--- src/rtl/activation_output_writer_if.sv ---
// Row-stream input and BRAM write-port bundle for the activation output writer.
// The master side drives the job controls and row stream; the slave side is the writer.
interface activation_output_writer_if #(
  parameter int DWIDTH       = 8,
  parameter int MAT_MUL_SIZE = 4,
  parameter int MASK_WIDTH   = 4,
  parameter int AWIDTH       = 10,
  parameter int CWIDTH       = 8
);
  logic                           enable_writer;
  logic [AWIDTH-1:0]              start_addr;
  logic [AWIDTH-1:0]              addr_stride;
  logic [CWIDTH-1:0]              num_rows;
  logic                           in_data_available;
  logic [MAT_MUL_SIZE*DWIDTH-1:0] in_data;
  logic [MASK_WIDTH-1:0]          validity_mask;
  logic                           bram_en;
  logic [MAT_MUL_SIZE-1:0]        bram_we;
  logic [AWIDTH-1:0]              bram_addr;
  logic [MAT_MUL_SIZE*DWIDTH-1:0] bram_wdata;
  logic                           done_writer;

  modport master (
    output enable_writer, start_addr, addr_stride, num_rows,
    output in_data_available, in_data, validity_mask,
    input  bram_en, bram_we, bram_addr, bram_wdata, done_writer
  );

  modport slave (
    input  enable_writer, start_addr, addr_stride, num_rows,
    input  in_data_available, in_data, validity_mask,
    output bram_en, bram_we, bram_addr, bram_wdata, done_writer
  );
endinterface

--- src/rtl/activation_output_writer.sv ---
// Drains activation rows into the output BRAM at a strided address sequence,
// zeroing invalid lanes and raising a sticky done once the programmed row count is written.
module activation_output_writer #(
  parameter int DWIDTH       = 8,
  parameter int MAT_MUL_SIZE = 4,
  parameter int MASK_WIDTH   = 4,
  parameter int AWIDTH       = 10,
  parameter int CWIDTH       = 8
) (
  input logic                    clk,
  input logic                    reset,
  activation_output_writer_if.slave bus
);
  localparam int RW = MAT_MUL_SIZE * DWIDTH;

  typedef enum logic [1:0] {IDLE, RUN, DONE} state_t;

  state_t                  state;
  logic [AWIDTH-1:0]       addr_ptr;
  logic [AWIDTH-1:0]       stride_q;
  logic [CWIDTH-1:0]       rows_q;
  logic [CWIDTH-1:0]       row_cnt;
  logic [CWIDTH-1:0]       row_cnt_nxt;
  logic                    wr_en;
  logic [MAT_MUL_SIZE-1:0] wr_we;
  logic [AWIDTH-1:0]       wr_addr;
  logic [RW-1:0]           wr_data;
  logic                    done;

  function automatic logic [RW-1:0] mask_lanes(input logic [RW-1:0]         data,
                                               input logic [MASK_WIDTH-1:0] mask);
    logic [RW-1:0] res;
    res = '0;
    for (int i = 0; i < MAT_MUL_SIZE; i++) begin
      if (mask[i]) res[i*DWIDTH +: DWIDTH] = data[i*DWIDTH +: DWIDTH];
    end
    return res;
  endfunction

  assign row_cnt_nxt = row_cnt + CWIDTH'(1);

  // Job descriptor is plain data: latched on job start, never needs a reset value.
  always_ff @(posedge clk) begin
    if (state == IDLE && bus.enable_writer) begin
      stride_q <= bus.addr_stride;
      rows_q   <= bus.num_rows;
    end
    if (state == IDLE && bus.enable_writer) begin
      addr_ptr <= bus.start_addr;
    end else if (state == RUN && bus.enable_writer && bus.in_data_available) begin
      addr_ptr <= addr_ptr + stride_q;
    end
  end

  // Accept stage -> registered BRAM write port (one cycle latency).
  always_ff @(posedge clk) begin
    if (reset) begin
      state   <= IDLE;
      row_cnt <= '0;
      wr_en   <= 1'b0;
      wr_we   <= '0;
      wr_addr <= '0;
      wr_data <= '0;
      done    <= 1'b0;
    end else begin
      wr_en <= 1'b0;
      wr_we <= '0;
      case (state)
        IDLE: begin
          wr_addr <= '0;
          wr_data <= '0;
          done    <= 1'b0;
          if (bus.enable_writer) begin
            row_cnt <= '0;
            if (bus.num_rows == '0) begin
              state <= DONE;
              done  <= 1'b1;
            end else begin
              state <= RUN;
            end
          end
        end
        RUN: begin
          if (!bus.enable_writer) begin
            state   <= IDLE;
            wr_addr <= '0;
            wr_data <= '0;
          end else if (bus.in_data_available) begin
            wr_en   <= 1'b1;
            wr_we   <= bus.validity_mask;
            wr_addr <= addr_ptr;
            wr_data <= mask_lanes(bus.in_data, bus.validity_mask);
            row_cnt <= row_cnt_nxt;
            if (row_cnt_nxt == rows_q) state <= DONE;
          end
        end
        DONE: begin
          if (bus.enable_writer) begin
            done <= 1'b1;
          end else begin
            state   <= IDLE;
            done    <= 1'b0;
            wr_addr <= '0;
            wr_data <= '0;
          end
        end
        default: state <= IDLE;
      endcase
    end
  end

  assign bus.bram_en     = wr_en;
  assign bus.bram_we     = wr_we;
  assign bus.bram_addr   = wr_addr;
  assign bus.bram_wdata  = wr_data;
  assign bus.done_writer = done;
endmodule

--- src/flat_wrapper.sv ---
// flat-port wrapper written by rule: the top's interface ports become plain ports
module activation_output_writer_flat 
#(
  parameter int DWIDTH       = 8,
  parameter int MAT_MUL_SIZE = 4,
  parameter int MASK_WIDTH   = 4,
  parameter int AWIDTH       = 10,
  parameter int CWIDTH       = 8
)
  (clk, reset, bus_enable_writer, bus_start_addr, bus_addr_stride, bus_num_rows, bus_in_data_available, bus_in_data, bus_validity_mask, bus_bram_en, bus_bram_we, bus_bram_addr, bus_bram_wdata, bus_done_writer);
  activation_output_writer_if #(.DWIDTH(DWIDTH), .MAT_MUL_SIZE(MAT_MUL_SIZE), .MASK_WIDTH(MASK_WIDTH), .AWIDTH(AWIDTH), .CWIDTH(CWIDTH)) bus_i ();
  input logic clk;
  input logic reset;
  input wire logic [$bits(bus_i.enable_writer)-1:0] bus_enable_writer;
  input wire logic [$bits(bus_i.start_addr)-1:0] bus_start_addr;
  input wire logic [$bits(bus_i.addr_stride)-1:0] bus_addr_stride;
  input wire logic [$bits(bus_i.num_rows)-1:0] bus_num_rows;
  input wire logic [$bits(bus_i.in_data_available)-1:0] bus_in_data_available;
  input wire logic [$bits(bus_i.in_data)-1:0] bus_in_data;
  input wire logic [$bits(bus_i.validity_mask)-1:0] bus_validity_mask;
  output wire logic [$bits(bus_i.bram_en)-1:0] bus_bram_en;
  output wire logic [$bits(bus_i.bram_we)-1:0] bus_bram_we;
  output wire logic [$bits(bus_i.bram_addr)-1:0] bus_bram_addr;
  output wire logic [$bits(bus_i.bram_wdata)-1:0] bus_bram_wdata;
  output wire logic [$bits(bus_i.done_writer)-1:0] bus_done_writer;
  assign bus_i.enable_writer = bus_enable_writer;
  assign bus_i.start_addr = bus_start_addr;
  assign bus_i.addr_stride = bus_addr_stride;
  assign bus_i.num_rows = bus_num_rows;
  assign bus_i.in_data_available = bus_in_data_available;
  assign bus_i.in_data = bus_in_data;
  assign bus_i.validity_mask = bus_validity_mask;
  assign bus_bram_en = bus_i.bram_en;
  assign bus_bram_we = bus_i.bram_we;
  assign bus_bram_addr = bus_i.bram_addr;
  assign bus_bram_wdata = bus_i.bram_wdata;
  assign bus_done_writer = bus_i.done_writer;
  activation_output_writer #(.DWIDTH(DWIDTH), .MAT_MUL_SIZE(MAT_MUL_SIZE), .MASK_WIDTH(MASK_WIDTH), .AWIDTH(AWIDTH), .CWIDTH(CWIDTH)) u_core (.clk(clk), .reset(reset), .bus(bus_i));
endmodule
--- config.mk ---
export PLATFORM = sky130hd
export DESIGN_NAME = activation_output_writer_flat
export DESIGN_NICKNAME = d
export VERILOG_FILES = /design/src/rtl/activation_output_writer_if.sv /design/src/rtl/activation_output_writer.sv /design/src/flat_wrapper.sv
export SDC_FILE = /design/constraint.sdc
export NUM_CORES = 1
export LEC_CHECK = 0
export ABC_AREA = 1
export BUFFER_PORTS_ARGS = -buffer_cell sky130_fd_sc_hd__buf_4
export CAP_MARGIN = 40
export CORE_MARGIN = 5
export CORE_UTILIZATION = 52
export DETAILED_ROUTE_END_ITERATION = 16
export PLACE_DENSITY_LB_ADDON = 0.1
export SLEW_MARGIN = 20
export SYNTH_ARGS = -nofsm -noshare
export SYNTH_HDL_FRONTEND = slang
export SYNTH_SLANG_ARGS = --single-unit
--- constraint.sdc ---
create_clock -name clk -period 2.2 [get_ports clk]
set_input_delay 0.33 -clock clk [delete_from_list [all_inputs] [get_ports clk]]
set_output_delay 0.33 -clock clk [all_outputs]
set_load 0.005 [all_outputs]
==> impl_metrics.json <==
{
  "status": "completed",
  "p_sw_mw": 1.98,
  "cts_tree": "yes",
  "path_clk_slew_ps": 90,
  "reg2reg_slack_ps": 190,
  "final_cells": 688,
  "clock_path_buffers": 2,
  "drc": 0,
  "report.final.slew_viol_count": 0,
  "cts_buffers": 9,
  "grt_antenna_before_repair": 0,
  "crit_path_max_incr_delay_ps": 410,
  "drt-initial-drc-count": 138,
  "die-height_microns": 97.8,
  "synth_nets": 543,
  "synth_edf_count": 28,
  "r2r_start": "u_core.addr_ptr[0]",
  "area_growth_pct": 28.4,
  "fin_crit_sh_pct": 91.5,
  "rsz0062_at_grt": "no",
  "swShare_pct": 37.6,
  "leakage_nw": 2.16,
  "maxSlewHeadroom_pct": 58.2,
  "synth.area.top_cells": "dfxtp_1 29%, edfxtp_1 21%, nand3_1 8.4%, nand2_1 7.9%, a21oi_2 4.8%",
  "fill_cells": 646,
  "fin_crit_ps": 2010,
  "fmax_mhz": 497,
  "worstHoldStart": "bus_addr_stride[7]",
  "grt_overflow_total": 0,
  "pin_count": 116,
  "r2r.worst_path.cells": 9,
  "firstDrtPassIters": 4,
  "place_hpwl_microns": 7260,
  "synth_area_sq_um": 4010,
  "p_comb_share_pct": 37.7,
  "place_congestion": 0.847,
  "grt_pass1_wl_microns": 16400,
  "whs_path_depth": 1,
  "p_per_area_nw_per_um2": 1020,
  "ys_types": 31,
  "cts_root_buf": "clkbuf_8",
  "coreArea_sq_um": 7610,
  "vias": 3576,
  "syn_avg_cell_area_sq_um": 8.64,
  "initial_utilization_pct": 52.7,
  "p_int_mw": 3.28,
  "critPathArrivalTime_ps": 2110,
  "ir_drop_uv": 632,
  "gr-usage-all-layers_pct": 20.9,
  "worstReg2RegEnd": "u_core.addr_ptr[6]",
  "fin_tns_setup_ps": 0,
  "yosysTopAreaCell": "dfxtp_1",
  "rows": 32,
  "crit_chain": "ha_2 > fa_2 > nand3_1 > nand3_1 > nand2_1 > nand2_1 > a21oi_1 > xor2_1 > o21ai_0",
  "drv_cap": 0,
  "cp-end-kind": "flop",
  "drive_above_1_share_pct": 32.9,
  "synth-main-ff-cell": "dfxtp_1",
  "crit_required_ps": 2300,
  "io_buffers": 115,
  "clk-insertion-delay-late_ps": 350,
  "h-tree-depth": 3,
  "ant_nets": 0,
  "tightest_slew_ps": 624,
  "die_area_sq_um": 9560,
  "synth_seq_area_share_pct": 49.9,
  "viasPerCell": 5.20,
  "n_antenna_cell": 0,
  "slowest_stage": "fa_2",
  "place_inst": 671,
  "wirelength_microns": 9800,
  "ys_ff_latch": 86,
  "skew_ps": 7.42,
  "die_w_microns": 97.8,
  "min_to": "u_core.stride_q[7]",
  "synth_top_area_share_pct": 29.0,
  "synth_cells": 464,
  "crit_fanout": 3,
  "synth.top_cells.by_count": "84 x nand2_1, 67 x nand3_1, 58 x dfxtp_1",
  "hold_ws_ps": 144,
  "hold_violations": 0,
  "setup_viol": 0,
  "routedWlPerCell_microns": 14.2,
  "synthArstFlopShare_pct": 0,
  "grt_pass1_vias": 3580,
  "yosysWarnings": 0,
  "clockPowerShare_pct": 20.2,
  "p_seq_share_pct": 42.0,
  "hold_class": "primary input to flop",
  "path_class": "flop to flop",
  "cts_sinks": 86,
  "grt_max_degree": 43,
  "final_nets": 660,
  "synth_most_common_cell": "nand2_1",
  "startpoint_type": "flop"
}
## timing repair
action	in CTS	in global routing
buffers inserted	0	1
hold buffers	0	0
setup endpoints to repair	0	1
gates resized for setup	0	2
## worst max path at each step
stage                  startpoint                  to  slack (ps)  cells after the start
6_report       u_core.addr_ptr[0]  u_core.addr_ptr[6]         190                      9
5_1_grt         u_core.row_cnt[0]     u_core.state[1]          30                     12
4_1_cts        u_core.addr_ptr[0]  u_core.addr_ptr[6]          60                      9
3_5_place_dp   u_core.addr_ptr[0]  u_core.addr_ptr[6]          60                      9
3_3_place_gp   u_core.addr_ptr[0]  u_core.addr_ptr[6]         160                      9
2_1_floorplan  u_core.addr_ptr[0]  u_core.addr_ptr[6]         240                      9
## registers in the layout, summed over array words and instances, names as in the netlist
signal / flops
u_core.addr_ptr: 10
u_core.bus.bram_addr: 10
u_core.bus.bram_en: 1
u_core.bus.bram_wdata: 32
u_core.bus.bram_we: 4
u_core.bus.done_writer: 1
u_core.row_cnt: 8
u_core.rows_q: 8
u_core.state: 2
u_core.stride_q: 10
## cells by family (layout without fill, tap and decap cells)
logic type,count (synthesis),count (layout),share of synthesized area (%)
adders and majority gates,11,11,3.62
and+or+nand+nor,217,217,24.6
buffers and inverters,55,177,6.37
DFF,86,86,49.9
xor gates and xnor gates,7,7,1.53
AOI/OAI and AO/OA,88,88,14.0
## metrics by stage
stage | power, mW | setup WS (ps) | instance area, sq um | util (%)
3_3_place_gp | 4.16 | 164 | 4940 | 65.0
6_report | 5.26 | 186 | 5150 | 67.6
3_5_place_dp | 4.21 | 63.8 | 4940 | 65.0
5_1_grt | 5.67 | 26.8 | 5150 | 67.6
4_1_cts | 5.28 | 57.1 | 5130 | 67.5
2_1_floorplan | 3.66 | 238 | 4010 | -
## critical path, delay by kind of cell, from the launching register on
family / cells / cell delay, ps
AND/OR/NAND/NOR: 4 / 330
flip-flops: 1 / 400
adder cells (fa/ha/maj): 2 / 630
XOR/XNOR: 1 / 150
AO/OA/AOI/OAI: 2 / 240
## power by group through the flow
stage          Sequential (mW)  Combinational (mW)  Clock, mW
6_report                  2.21                1.99       1.06
5_1_grt                   2.25                2.25       1.17
4_1_cts                   2.21                1.98       1.09
2_1_floorplan             2.21                1.45          0
3_5_place_dp              2.25                1.97          0
3_3_place_gp              2.23                1.93          0
## placed cells by master (no fill, tap or decap)
cell | Yosys | routed
a21oi_2 | 22 | 22
clkinv_4 | 0 | 1
clkbuf_16 | 0 | 1
o21ai_0 | 21 | 21
nand2_2 | 21 | 21
nor2_2 | 4 | 4
nand4_1 | 1 | 1
edfxtp_1 | 28 | 28
o21ai_4 | 1 | 1
buf_4 | 0 | 122
clkinv_1 | 0 | 1
a21oi_4 | 1 | 1
nor3_1 | 2 | 2
a31oi_1 | 3 | 3
fa_2 | 0 | 1
o21bai_1 | 2 | 2
nand3_1 | 67 | 67
nand2_1 | 84 | 84
a21oi_1 | 37 | 37
xnor2_1 | 3 | 3
nor2_1 | 34 | 34
clkinvlp_4 | 0 | 3
or2_2 | 2 | 2
nor2_4 | 1 | 1
dfxtp_1 | 58 | 58
ha_2 | 0 | 1
xor2_1 | 4 | 4
a32o_1 | 1 | 1
inv_6 | 1 | 2
inv_1 | 38 | 38
nand2_4 | 1 | 1
ha_1 | 10 | 9
clkbuf_8 | 0 | 9
## final cells by class
cell class                      instances  area [sq um]  share of cell area (%)
Timing Repair Buffer                  122           916                    17.8
Multi-Input combinational cell        323          1760                    34.1
Tap cell                              102           128                    2.48
Clock inverter                          6          43.8                   0.851
Inverter                               39           151                    2.94
Clock buffer                           10           149                    2.89
Sequential cell                        86          2000                    38.9
## routing by layer
metal | GRT usage, % | vias to the layer above | wire length [microns]
li1 | - | 1790 | -
met1 | 25.9 | 1660 | 4020
met2 | 34.4 | 106 | 4920
met3 | 6.79 | 20 | 628
met4 | 7.35 | 0 | 232
met5 | 0 | - | 0
(Power assumes the default switching activity.)
